File: config.mk
export PLATFORM = sky130hd
export DESIGN_NAME = yolov4_layer_seq_flat
export DESIGN_NICKNAME = d
export VERILOG_FILES = /design/src/rtl/yolov4_layer_seq_if.sv /design/src/rtl/yolov4_layer_seq.sv /design/src/flat_wrapper.sv
export SDC_FILE = /design/constraint.sdc
export NUM_CORES = 1
export LEC_CHECK = 0
export ABC_AREA = 1
export CAP_MARGIN = 20
export CORE_ASPECT_RATIO = 0.6
export CORE_UTILIZATION = 61
export DETAILED_ROUTE_END_ITERATION = 10
export PLACE_DENSITY = 0.83
export SLEW_MARGIN = 20
export SYNTH_ARGS = -nofsm -noshare
export SYNTH_HDL_FRONTEND = slang
export SYNTH_SLANG_ARGS = --single-unit
File: constraint.sdc
create_clock -name clk -period 7.3 [get_ports clk]
set_clock_uncertainty 0.05 [all_clocks]
set_input_delay 1.825 -clock clk [delete_from_list [all_inputs] [get_ports clk]]
set_output_delay 1.825 -clock clk [all_outputs]
set_load 0.02 [all_outputs]
File: src/rtl/yolov4_layer_seq_if.sv
// Start/done handshake bundle between the layer sequencer and its four engines
// (weight load, ifmap load, conv, ofmap store).
interface yolov4_layer_seq_if;
    logic wgt_start;
    logic ifm_start;
    logic conv_start;
    logic ofm_start;
    logic wgt_done;
    logic ifm_done;
    logic conv_done;
    logic ofm_done;

    modport master (
        output wgt_start, ifm_start, conv_start, ofm_start,
        input  wgt_done,  ifm_done,  conv_done,  ofm_done
    );

    modport slave (
        input  wgt_start, ifm_start, conv_start, ofm_start,
        output wgt_done,  ifm_done,  conv_done,  ofm_done
    );
endinterface

File: src/rtl/yolov4_layer_seq.sv
// Layer sequencer for the YOLOv4 accelerator: steps each layer through weight load,
// ifmap load, conv and ofmap store, with per-phase watchdog and abort.
module yolov4_layer_seq #(
    parameter int LAYER_W     = 8,
    parameter int STATE_W     = 4,
    parameter int TIMEOUT_CYC = 65535
) (
    input  logic                clk,
    input  logic                rstn,
    input  logic                start,
    input  logic                abort,
    input  logic [LAYER_W-1:0]  num_layers,
    yolov4_layer_seq_if.master  eng,
    output logic [STATE_W-1:0]  state,
    output logic [LAYER_W-1:0]  layer_idx,
    output logic                busy,
    output logic                frame_done,
    output logic                err
);

    localparam int CNT_W = (TIMEOUT_CYC > 1) ? $clog2(TIMEOUT_CYC + 1) : 1;

    typedef enum logic [3:0] {
        IDLE   = 4'd0,
        LOAD_W = 4'd1,
        LOAD_I = 4'd2,
        CONV   = 4'd3,
        STORE  = 4'd4,
        NEXT   = 4'd5,
        DONE   = 4'd6
    } state_e;

    state_e             state_q, state_d;
    logic [LAYER_W-1:0] nl_q, nl_d;
    logic [LAYER_W-1:0] layer_q, layer_d;
    logic [CNT_W-1:0]   cnt_q, cnt_d;
    logic               first_q, first_d;
    logic               err_q, err_d;
    logic               fdone_q, fdone_d;
    logic [3:0]         pulse_q, pulse_d;   // {ofm, conv, ifm, wgt}

    logic in_phase;
    logic done_ok;
    logic timeout;
    logic entering;

    always_ff @(posedge clk or negedge rstn) begin
        if (!rstn) begin
            state_q <= IDLE;
            nl_q    <= '0;
            layer_q <= '0;
            cnt_q   <= '0;
            first_q <= 1'b0;
            err_q   <= 1'b0;
            fdone_q <= 1'b0;
            pulse_q <= '0;
        end else begin
            state_q <= state_d;
            nl_q    <= nl_d;
            layer_q <= layer_d;
            cnt_q   <= cnt_d;
            first_q <= first_d;
            err_q   <= err_d;
            fdone_q <= fdone_d;
            pulse_q <= pulse_d;
        end
    end

    // A done is only honoured from the second cycle of its own phase.
    always_comb begin
        in_phase = state_q inside {LOAD_W, LOAD_I, CONV, STORE};
        done_ok  = 1'b0;
        case (state_q)
            LOAD_W:  done_ok = eng.wgt_done;
            LOAD_I:  done_ok = eng.ifm_done;
            CONV:    done_ok = eng.conv_done;
            STORE:   done_ok = eng.ofm_done;
            default: done_ok = 1'b0;
        endcase
        done_ok = done_ok && !first_q;
        timeout = (TIMEOUT_CYC != 0) && in_phase && !done_ok &&
                  ((32'(cnt_q) + 32'd1) == 32'(TIMEOUT_CYC));
    end

    always_comb begin
        state_d = state_q;
        nl_d    = nl_q;
        layer_d = layer_q;
        err_d   = err_q;

        if (abort) begin
            state_d = IDLE;
            layer_d = '0;
        end else begin
            case (state_q)
                IDLE: begin
                    if (start && (num_layers != '0)) begin
                        state_d = LOAD_W;
                        nl_d    = num_layers;
                        layer_d = '0;
                        err_d   = 1'b0;
                    end
                end
                // Phase codes are consecutive, so the successor is state+1 (STORE -> NEXT).
                LOAD_W, LOAD_I, CONV, STORE: begin
                    if (done_ok) begin
                        state_d = state_e'(state_q + 4'd1);
                    end else if (timeout) begin
                        state_d = IDLE;
                        err_d   = 1'b1;
                    end
                end
                NEXT: begin
                    if (layer_q == (nl_q - LAYER_W'(1))) begin
                        state_d = DONE;
                    end else begin
                        state_d = LOAD_W;
                        layer_d = layer_q + LAYER_W'(1);
                    end
                end
                DONE:    state_d = IDLE;
                default: state_d = IDLE;
            endcase
        end
    end

    // Registered pulses and watchdog clear are keyed off the transition into a phase.
    always_comb begin
        entering = (state_d != state_q) &&
                   (state_d inside {LOAD_W, LOAD_I, CONV, STORE});
        first_d  = entering;
        pulse_d  = {state_d == STORE, state_d == CONV,
                    state_d == LOAD_I, state_d == LOAD_W} & {4{entering}};
        fdone_d  = (state_d == DONE);
        cnt_d    = cnt_q;
        if (entering) begin
            cnt_d = '0;
        end else if (in_phase && (cnt_q != '1)) begin
            cnt_d = cnt_q + CNT_W'(1);
        end
    end

    assign eng.wgt_start  = pulse_q[0];
    assign eng.ifm_start  = pulse_q[1];
    assign eng.conv_start = pulse_q[2];
    assign eng.ofm_start  = pulse_q[3];
    assign state          = STATE_W'(state_q);
    assign layer_idx      = layer_q;
    assign busy           = (state_q != IDLE);
    assign frame_done     = fdone_q;
    assign err            = err_q;

endmodule

File: src/flat_wrapper.sv
// flat-port wrapper written by rule: the top's interface ports become plain ports
module yolov4_layer_seq_flat 
#(
    parameter int LAYER_W     = 8,
    parameter int STATE_W     = 4,
    parameter int TIMEOUT_CYC = 65535
)
  (clk, rstn, start, abort, num_layers, state, layer_idx, busy, frame_done, err, eng_wgt_start, eng_ifm_start, eng_conv_start, eng_ofm_start, eng_wgt_done, eng_ifm_done, eng_conv_done, eng_ofm_done);
  yolov4_layer_seq_if eng_i ();
  input  logic clk;
  input  logic rstn;
  input  logic start;
  input  logic abort;
  input  logic [LAYER_W-1:0] num_layers;
  output logic [STATE_W-1:0] state;
  output logic [LAYER_W-1:0] layer_idx;
  output logic busy;
  output logic frame_done;
  output logic err;
  output wire logic [$bits(eng_i.wgt_start)-1:0] eng_wgt_start;
  output wire logic [$bits(eng_i.ifm_start)-1:0] eng_ifm_start;
  output wire logic [$bits(eng_i.conv_start)-1:0] eng_conv_start;
  output wire logic [$bits(eng_i.ofm_start)-1:0] eng_ofm_start;
  input wire logic [$bits(eng_i.wgt_done)-1:0] eng_wgt_done;
  input wire logic [$bits(eng_i.ifm_done)-1:0] eng_ifm_done;
  input wire logic [$bits(eng_i.conv_done)-1:0] eng_conv_done;
  input wire logic [$bits(eng_i.ofm_done)-1:0] eng_ofm_done;
  assign eng_wgt_start = eng_i.wgt_start;
  assign eng_ifm_start = eng_i.ifm_start;
  assign eng_conv_start = eng_i.conv_start;
  assign eng_ofm_start = eng_i.ofm_start;
  assign eng_i.wgt_done = eng_wgt_done;
  assign eng_i.ifm_done = eng_ifm_done;
  assign eng_i.conv_done = eng_conv_done;
  assign eng_i.ofm_done = eng_ofm_done;
  yolov4_layer_seq #(.LAYER_W(LAYER_W), .STATE_W(STATE_W), .TIMEOUT_CYC(TIMEOUT_CYC)) u_core (.clk(clk), .rstn(rstn), .start(start), .abort(abort), .num_layers(num_layers), .eng(eng_i), .state(state), .layer_idx(layer_idx), .busy(busy), .frame_done(frame_done), .err(err));
endmodule
==> results of run 1 <==
[where the power goes]
part | switching (mW) | internal (mW)
clock | 0.0802 | 0.0743
combinational | 0.240 | 0.130
sequential | 0.0657 | 0.295
[kinds of logic (layout without fill, tap and decap cells)]
family | Yosys count | count (layout) | share of synthesized area [%]
buffers and inverters | 62 | 97 | 8.745
and+or+nand+nor | 219 | 219 | 33.63
DFF | 43 | 43 | 36.33
muxes | 2 | 2 | 0.7604
adders and majority gates | 8 | 8 | 3.380
AOI/OAI and AO/OA | 64 | 64 | 13.01
xor gates and xnor gates | 14 | 14 | 4.140
[flip-flops by register name, summed over array words and instances, names as in the netlist]
name	count
u_core.pulse_q	4
u_core.cnt_q	16
u_core.layer_idx	8
u_core.nl_q	8
u_core.state	4
u_core.frame_done	1
u_core.first_q	1
u_core.err	1
[per-layer routing]
layer  vias to the layer above  share of wire [%]  global-route usage (%)
met1                      1313                 50                   48.58
met5                         -                  0                       0
met2                       121                 41                   43.07
li1                       1402                  -                       -
met3                        10                7.8                   5.601
met4                         0               0.91                   7.366
[synthesized netlist by cell type]
master | instances | share of area, %
sky130_fd_sc_hd__nand2_1 | 95 | 12
sky130_fd_sc_hd__inv_1 | 54 | 6.8
sky130_fd_sc_hd__nor2_1 | 47 | 6.0
sky130_fd_sc_hd__dfrtp_1 | 43 | 36
sky130_fd_sc_hd__nand3_1 | 33 | 5.6
sky130_fd_sc_hd__o21ai_0 | 25 | 4.2
sky130_fd_sc_hd__a21oi_1 | 19 | 3.2
sky130_fd_sc_hd__a21oi_2 | 10 | 3.0
sky130_fd_sc_hd__nand2_2 | 10 | 2.1
sky130_fd_sc_hd__nand4_1 | 9 | 1.9
sky130_fd_sc_hd__ha_1 | 8 | 3.4
sky130_fd_sc_hd__nor2_2 | 8 | 1.7
sky130_fd_sc_hd__xnor2_1 | 7 | 2.1
sky130_fd_sc_hd__xor2_1 | 7 | 2.1
sky130_fd_sc_hd__nor3_1 | 5 | 0.84
sky130_fd_sc_hd__nor2_4 | 4 | 1.5
sky130_fd_sc_hd__clkbuf_1 | 3 | 0.38
sky130_fd_sc_hd__nor4_1 | 3 | 0.63
sky130_fd_sc_hd__buf_6 | 2 | 0.76
sky130_fd_sc_hd__inv_2 | 2 | 0.25
sky130_fd_sc_hd__mux2_2 | 2 | 0.76
sky130_fd_sc_hd__nor3b_1 | 2 | 0.51
sky130_fd_sc_hd__o211ai_1 | 2 | 0.51
sky130_fd_sc_hd__o21bai_1 | 2 | 0.51
sky130_fd_sc_hd__o22ai_1 | 2 | 0.42
sky130_fd_sc_hd__and2_2 | 1 | 0.25
sky130_fd_sc_hd__buf_8 | 1 | 0.51
sky130_fd_sc_hd__nand2_4 | 1 | 0.38
sky130_fd_sc_hd__nand2b_1 | 1 | 0.21
sky130_fd_sc_hd__o211ai_2 | 1 | 0.42
sky130_fd_sc_hd__o21ai_1 | 1 | 0.17
sky130_fd_sc_hd__o21ai_2 | 1 | 0.30
sky130_fd_sc_hd__o22a_1 | 1 | 0.30
[final cells by class]
cell class | instances | area share (%)
Tap cell | 63 | 2.307
Clock inverter | 1 | 0.1465
Multi-Input combinational cell | 307 | 47.60
Sequential cell | 43 | 31.49
Inverter | 56 | 6.152
Timing Repair Buffer | 34 | 9.886
Clock buffer | 6 | 2.417
[worst paths after layout]
check                                      startpoint                            to  slack, ns  cells after the start
min reg2reg                u_core.nl_q[7]$_DFFE_PN0P_    u_core.nl_q[7]$_DFFE_PN0P_       0.48                      1
min in group asynchronous                        rstn  u_core.cnt_q[15]$_DFFE_PN0P_       1.45                      1
max reg2reg                 u_core.state[1]$_DFF_PN0_   u_core.pulse_q[0]$_DFF_PN0_       4.10                     16
min                        u_core.nl_q[7]$_DFFE_PN0P_    u_core.nl_q[7]$_DFFE_PN0P_       0.48                      1
max in group asynchronous                        rstn  u_core.cnt_q[13]$_DFFE_PN0P_       5.36                      1
max                                     num_layers[1]   u_core.pulse_q[0]$_DFF_PN0_       3.20                     17
[through the flow]
stage	setup WS (ns)	hold slack [ns]	cells
3_5_place_dp	2.954	0.4648	503
4_1_cts	3.254	0.4824	510
6_report	3.198	0.4816	510
5_1_grt	3.023	0.5154	510
2_1_floorplan	3.904	0.4495	412
3_3_place_gp	3.005	0.4680	503
==> results by stage, run 1 <==
Run status:
- The run finished with clean final reports.

Final layout:
- The layout has 360 filler cells.
- The final instance area is about 0.0034 mm2.
- Compared with the post-synthesis result, the final layout area differs by 15.38%.
- The flip-flop and latch area is approximately 0.0011 mm2.
- In the final layout, the share of cells above drive strength 1 is a little over a tenth.
- The most frequent standard cell in the layout excluding fill and tap cells is sky130_fd_sc_hd__nand2_1.
- In the final layout, the multi-input gates occupy 0.001627 mm2.
- Cells fill 74.09% of the core in the end.
- 0 antenna diodes ended up in the layout.
- The top cell types in the final layout, fill and taps aside, are sky130_fd_sc_hd__nand2_1 (95), sky130_fd_sc_hd__inv_1 (54), sky130_fd_sc_hd__nor2_1 (47).
- The net count of the finished layout is around 470.

Floorplan:
- The initial standard-cell utilization of the core is 64.22%.
- In this run the core area contains 19 standard-cell rows.
- Pin placement for this block handled 35 I/O pins.
- The die is roughly 56 um tall.
- The die covers 0.005147 mm2.
- The floorplan step defined a core boundary enclosing roughly 0.0046 mm2.
- The horizontal die dimension is around 90 um.

STA:
- Measured against its own limit, the worst slew margin works out to a little over three fifths.
- The number of hold violations in the final report was 0.
- The ratio of final minimum period to clock period is a little under three fifths.
- Setup violations remaining at the end of the flow were counted as 0.
- The number of max-slew violations in the final report came to 0.
- The minimum clock period is roughly 4.1 ns.
- The final sum of negative setup slack is 0 ns.
- Setup repair after global routing left no endpoint under its margin.
- The fmax is around 0.24 GHz.
- For the pin with the worst max-slew slack, the measured transition is about 0.55 ns.

Detailed routing:
- Dividing the detail-routed wire length by the instance count gives between 10 and 15 um.
- The first detailed-routing pass took 5 iterations.
- Across all layers, the routed design uses about 2800 vias.
- The overall routed net length is 7214 um.
- The first routing iteration left 191 violations.
- The detailed-route vias per instance is 5.580.
- The antenna violation net count after detailed routing is 0.
- For this run, design rule violations remaining after detail routing come to 0.

Setup path:
- The highest-delay cell along the critical path is sky130_fd_sc_hd__clkdlybuf4s50_1.
- The delay of the slowest cell on the worst path is roughly 0.42 ns.
- Traced cell by cell, the critical path runs through clkdlybuf4s50_1, nor4_1, nand2_1, nand2_1, inv_1, nor2_1, nand2_1, nand2_1, inv_1, nand2_2, nand2_2, nand2_1, nand2_1, nor2_2, nand2_2, inv_1, nor2_1.
- On the critical path the largest part of the delay comes from simple AND/OR/NAND/NOR gates.
- Together, buffers and inverters on the worst path number 4.
- At the worst endpoint, the arrival time is ~4.2 ns.
- Data on the critical path is required at its endpoint by between 7 and 8 ns.
- The top fanout value on the critical path is 18.
- STA classifies the critical path startpoint as a primary input.
- The cell repeated most along the worst path is sky130_fd_sc_hd__nand2_1.
- The critical path class is primary input to flip-flop.
- The critical path capture point type is a flip-flop.

Yosys:
- The mean area per synthesized cell is roughly 7 um2.
- The count of mapped cells out of synthesis is ~400.
- The synthesized netlist contains 33 unique library cells.
- The synthesized netlist net count is 436.
- After synthesis the netlist holds a flip-flop and latch count of 43.
- The sequential share of the synthesized area is between 30% and 40%.
- The mapped netlist covers 0.002962 mm2.
- During synthesis, Yosys emitted a total of 0 warnings.

Power and ir drop:
- Overall power consumption after layout is estimated at between 0.8 and 0.9 mW.
- VDD sags by at most 0.2170 mV.
- The power per standard cell area is about 260 mW/mm2.
- The static leakage power is 1.589 nW.

Global route:
- The largest net degree at the start of global routing is 44.
- The number of antenna violations at the first check in global routing is 0.
- The first global-routing pass estimated 12290 um of wire.
- Global routing used around 31% of the available tracks across all layers.
- Global routing finished with a remaining overflow of 0.
- The number of global-route vias before repair was 2612.

Placed design:
- The half-perimeter wire length after placement is between 5000 and 6000 um.
- The placed instances occupy a cell area of between 0.003 and 0.004 mm2.
- Routability-driven placement finished with a final weighted congestion of 0.8905.
- The port buffer count is 34.

Clock network:
- The clock network latency to the later pin of the worst-skew pair is 0.30 ns.
- In this run the post-CTS setup repair buffer count came out at 0.
- The total clock buffers created by CTS is 5.
- Clock tree synthesis found a total of 43 sinks.
- Clock-pin slew was measured on the worst setup and hold paths at ~0.080 ns.
- CTS built an H-tree with a depth of 2.
- The CTS tree is done.
- In this run, post-CTS hold repair placed 0 buffers.
- The maximum root-to-sink buffer count is 2.
- CTS placed an instance of sky130_fd_sc_hd__clkbuf_8 at the clock tree root.
- The count of instances resized after the clock tree is built is 0.

Min path:
- The path class of the tightest hold or removal check is flip-flop to flip-flop.

Run:
- The number of maximum-capacitance constraint violations is 0.
(Power assumes the default switching activity.)
==> run 2: changes to the inputs <==
--- a/config.mk
+++ b/config.mk
@@ -8,9 +8,9 @@
 export ABC_AREA = 1
 export CAP_MARGIN = 20
 export CORE_ASPECT_RATIO = 0.6
-export CORE_UTILIZATION = 61
+export CORE_UTILIZATION = 56
 export DETAILED_ROUTE_END_ITERATION = 10
-export PLACE_DENSITY = 0.83
+export PLACE_DENSITY = 0.77
 export SLEW_MARGIN = 20
 export SYNTH_ARGS = -nofsm -noshare
 export SYNTH_HDL_FRONTEND = slang
==> constraint.sdc (replaced) <==
create_clock -name clk -period 3.79 [get_ports clk]
set_clock_uncertainty 0.05 [all_clocks]
set_input_delay 0.9475 -clock clk [delete_from_list [all_inputs] [get_ports clk]]
set_output_delay 0.9475 -clock clk [all_outputs]
set_load 0.02 [all_outputs]
==> run 2 against run 1 <==
Against the previous run: first-iteration DRC count is 3.7% lower; cell count is 0.39% higher; die area grew 8.7%; largest power group unchanged; total power grew 89%; clock power is 77% higher; critical path depth unchanged; design area is 0.33% lower; flip-flop and latch count unchanged; critical endpoint is now u_core.first_q$_DFF_PN0_; hold slack gained 0.0042 ns; combinational power increased by 91%.
==> results by stage, run 2 (synthesis gave the netlist of run 1 again) <==
Final layout:
- The post-route core utilization is 67.04% (was 74.09%).
- The number of flip-flops under the largest register name is 16 (unchanged).
- The final antenna diode count was 0 (unchanged).
- The area added between synthesis and finish is 15.00% (was 15.38%).
- The share of layout cells above drive strength 1 is 10.31% (was 10.74%).
- Most frequent cells in the layout: sky130_fd_sc_hd__nand2_1 (95), sky130_fd_sc_hd__inv_1 (54), sky130_fd_sc_hd__nor2_1 (47) (unchanged).
- The most frequent standard cell in the layout excluding fill and tap cells is sky130_fd_sc_hd__nand2_1 (unchanged).
- The number of filler cells placed in the layout came to 426 (was 360).
- The register with the most flip-flops is u_core.cnt_q (unchanged).
- The net total in the final layout is 471 (unchanged).

Floorplan:
- The total number of placement rows was 20 (was 19).
- The vertical extent of the die came to 58.33 um (was 55.97 um).
- The horizontal die dimension came to 95.89 um (was 91.96 um).
- The initial standard-cell utilization of the core was 58.30% (was 64.22%).
- The floorplan core area was 0.005080 mm2 (was 0.004612 mm2).
- The overall die area came to 0.005593 mm2 (was 0.005147 mm2).
- The I/O pin count is 35 (unchanged).

Detailed routing:
- The post-route DRC violation count came to 0 (unchanged).
- The first-pass detailed-route iteration total is 5 (unchanged).
- The number of DRC markers after the initial detailed-route iteration is 184 (was 191).
- The overall routed net length is 7015 um (was 7214 um).
- The detailed-route vias per instance is 5.379 (was 5.580).
- The routed wire length per instance was 13.70 um (was 14.15 um).
- The antenna violation net count after detailed routing was 0 (unchanged).
- The number of vias in the routed layout is 2754 (was 2846).

STA:
- The number of hold violations in the final report is 0 (unchanged).
- The number of max-slew violations in the final report is 0 (unchanged).
- The final sum of negative setup slack is 0 ns (unchanged).
- The worst hold margin was 0.4858 ns (was 0.4816 ns).
- The fmax is 0.3159 GHz.
- The worst setup slack after layout is 0.6242 ns (was 3.198 ns).
- The worst relative slew slack is 62.29% (was 63.19%).
- The pin slew with the least headroom to its limit is 0.5656 ns (was 0.5522 ns).
- The setup violation total in the final timing report is 0 (unchanged).
- The ratio of final minimum period to clock period is between 80% and 90%.
- Unrepaired setup endpoints after global routing: false (unchanged).
- The minimum clock period is 3.166 ns.

Placed design:
- The half-perimeter wire length after placement is 5326 um (was 5463 um).
- The final RePlAce weighted congestion was 0.9035 (was 0.8905).
- The pre-CTS worst setup slack is 0.3653 ns (was 2.954 ns).
- The port buffer count is 34 (unchanged).

Min path:
- The cell depth of the worst min-delay path is 1 (unchanged).
- The path category of the worst min-delay check is flip-flop to flip-flop (unchanged).
- The endpoint with the worst hold slack is u_core.err$_DFFE_PN0P_ (was u_core.nl_q[7]$_DFFE_PN0P_).
- The source of the worst hold timing path is u_core.err$_DFFE_PN0P_ (was u_core.nl_q[7]$_DFFE_PN0P_).

Power and ir drop:
- The share of power burned in the clock network is 16.4% (was 17.5%).
- The static leakage power is 1.579 nW (was 1.589 nW).
- The internal portion of total power is 0.9422 mW (was 0.4994 mW).
- The sequential fraction of design power came to 41.5% (was 40.7%).
- The worst-case vdd ir drop is 0.3155 mV (was 0.2170 mV).
- The power per standard cell area is 491.3 mW/mm2 (was 259.1 mW/mm2).
- The combinational cell fraction of total power is 42.1% (was 41.8%).
- The net switching power is 0.7309 mW (was 0.3858 mW).
- The switching part of the total came to 43.69% (was 43.58%).

Setup path:
- The minimum setup slack among reg-to-reg paths was 0.62 ns (was 4.10 ns).
- The signal arrival time at the worst endpoint is 3.29 ns (was 4.24 ns).
- The critical path capture point type is a flip-flop (unchanged).
- The destination of the worst register-to-register timing path is u_core.first_q$_DFF_PN0_ (was u_core.pulse_q[0]$_DFF_PN0_).
- The worst flop-to-flop path startpoint is u_core.state[0]$_DFF_PN0_ (was u_core.state[1]$_DFF_PN0_).
- The endpoint required time on the critical path is 3.92 ns (was 7.44 ns).
- The type of origin of the critical path is a flip-flop (was primary input).
- The critical path class is flip-flop to flip-flop (was primary input to flip-flop).
- The top fanout value on the critical path came to 22 (was 18).
- The cell count of the worst reg-to-reg path came to 17 (was 16).

Run status:
- Status: finished, final reports clean (unchanged).

Clock network:
- The clock root buffer was sky130_fd_sc_hd__clkbuf_8 (unchanged).
- The number of buffers inserted by hold repair at cts was 0 (unchanged).
- The count of instances resized after the clock tree is built came to 0 (unchanged).
- The CTS tree is done (unchanged).
- The maximum level of the CTS H-tree is 2 (unchanged).
- The maximum root-to-sink buffer count is 2 (unchanged).
- The clock net sink count is 43 (unchanged).
- The clock network latency to the later pin of the worst-skew pair was 0.29 ns (was 0.30 ns).
- The clock transition at the registers of the reported paths was 0.08 ns (about the same).
- The post-CTS setup repair buffer count is 0 (unchanged).
- The total clock buffers created by CTS was 5 (unchanged).

Global route:
- The most used routing layer in global routing is met1 (unchanged).
- The number of antenna violations at the first check in global routing is 0 (unchanged).
- The total routing resource utilization after global routing came to 27.61% (was 30.69%).
- The global routing met2 resource utilization is 36.22% (was 43.07%).
- The met3 track demand over resource in global routing is 6.072% (was 5.601%).
- The wire length of the first global-routing pass was 11660 um (was 12290 um).
- The met1 routing resource usage after global routing is 45.57% (was 48.58%).
- The largest net degree at the start of global routing is 44 (unchanged).
- The global route total overflow was 0 (unchanged).
- The number of global-route vias before repair is 2397 (was 2612).

Run:
- The number of maximum-capacitance constraint violations came to 0 (unchanged).
[run 2: metrics by stage]
stage / power [mW] / area [um2] / std cells
floorplan: 1.222 / 2962 / 412
global placement: 1.370 / 3331 / 506
finish: 1.673 / 3406 / 512
CTS: 1.668 / 3403 / 512
detailed placement: 1.391 / 3331 / 506
global route: 1.803 / 3406 / 512
[run 2: area by class of cell]
class | instances | area (um2) | share of cell area (%)
clock buffer | 6 | 72.57 | 2.131
inverter | 56 | 210.2 | 6.172
multi-input combinational | 307 | 1627 | 47.76
sequential | 43 | 1076 | 31.59
tap | 66 | 82.58 | 2.425
timing repair buffer | 34 | 337.8 | 9.919
[run 2: worst max-delay path: stages, from the launching register on]
cell and delay, ns:
sky130_fd_sc_hd__dfrtp_1 0.48, sky130_fd_sc_hd__inv_1 0.15, sky130_fd_sc_hd__ha_1 0.23, sky130_fd_sc_hd__o21ai_0 0.22
sky130_fd_sc_hd__o211ai_2 0.22, sky130_fd_sc_hd__and2_2 0.39, sky130_fd_sc_hd__nand2_2 0.12, sky130_fd_sc_hd__nor2_2 0.04
sky130_fd_sc_hd__nand2_2 0.09, sky130_fd_sc_hd__nand2_1 0.07, sky130_fd_sc_hd__nand2_2 0.08, sky130_fd_sc_hd__nand2_2 0.08
sky130_fd_sc_hd__nand2_1 0.08, sky130_fd_sc_hd__nand2_1 0.06, sky130_fd_sc_hd__nor2_2 0.10, sky130_fd_sc_hd__nand2_2 0.31
sky130_fd_sc_hd__inv_1 0.20, sky130_fd_sc_hd__nor2_1 0.06
[run 2: metal layers]
layer	wire, um	vias to the layer above
li1	-	1395
met1	3659	1249
met3	614	4
met5	0	-
met4	35	0
met2	2706	106
[run 2: power groups by stage]
stage,logic (mW),registers (mW),clock network [mW]
floorplan,0.555,0.667,0
global placement,0.673,0.697,0
detailed placement,0.693,0.698,0
CTS,0.698,0.689,0.281
global route,0.791,0.712,0.300
finish,0.705,0.694,0.274
[run 2: worst max path at each step]
stage,start,end,slack (ns),depth (start not counted)
after floorplan,u_core.state[1]$_DFF_PN0_,u_core.cnt_q[14]$_DFFE_PN0P_,1.27,16
after global placement,num_layers[7],u_core.pulse_q[3]$_DFF_PN0_,0.45,17
after detailed placement,num_layers[5],u_core.pulse_q[2]$_DFF_PN0_,0.37,17
after CTS,u_core.state[1]$_DFF_PN0_,u_core.pulse_q[2]$_DFF_PN0_,0.67,17
after global routing,u_core.state[1]$_DFF_PN0_,u_core.pulse_q[2]$_DFF_PN0_,0.36,16
final,u_core.state[0]$_DFF_PN0_,u_core.first_q$_DFF_PN0_,0.62,17
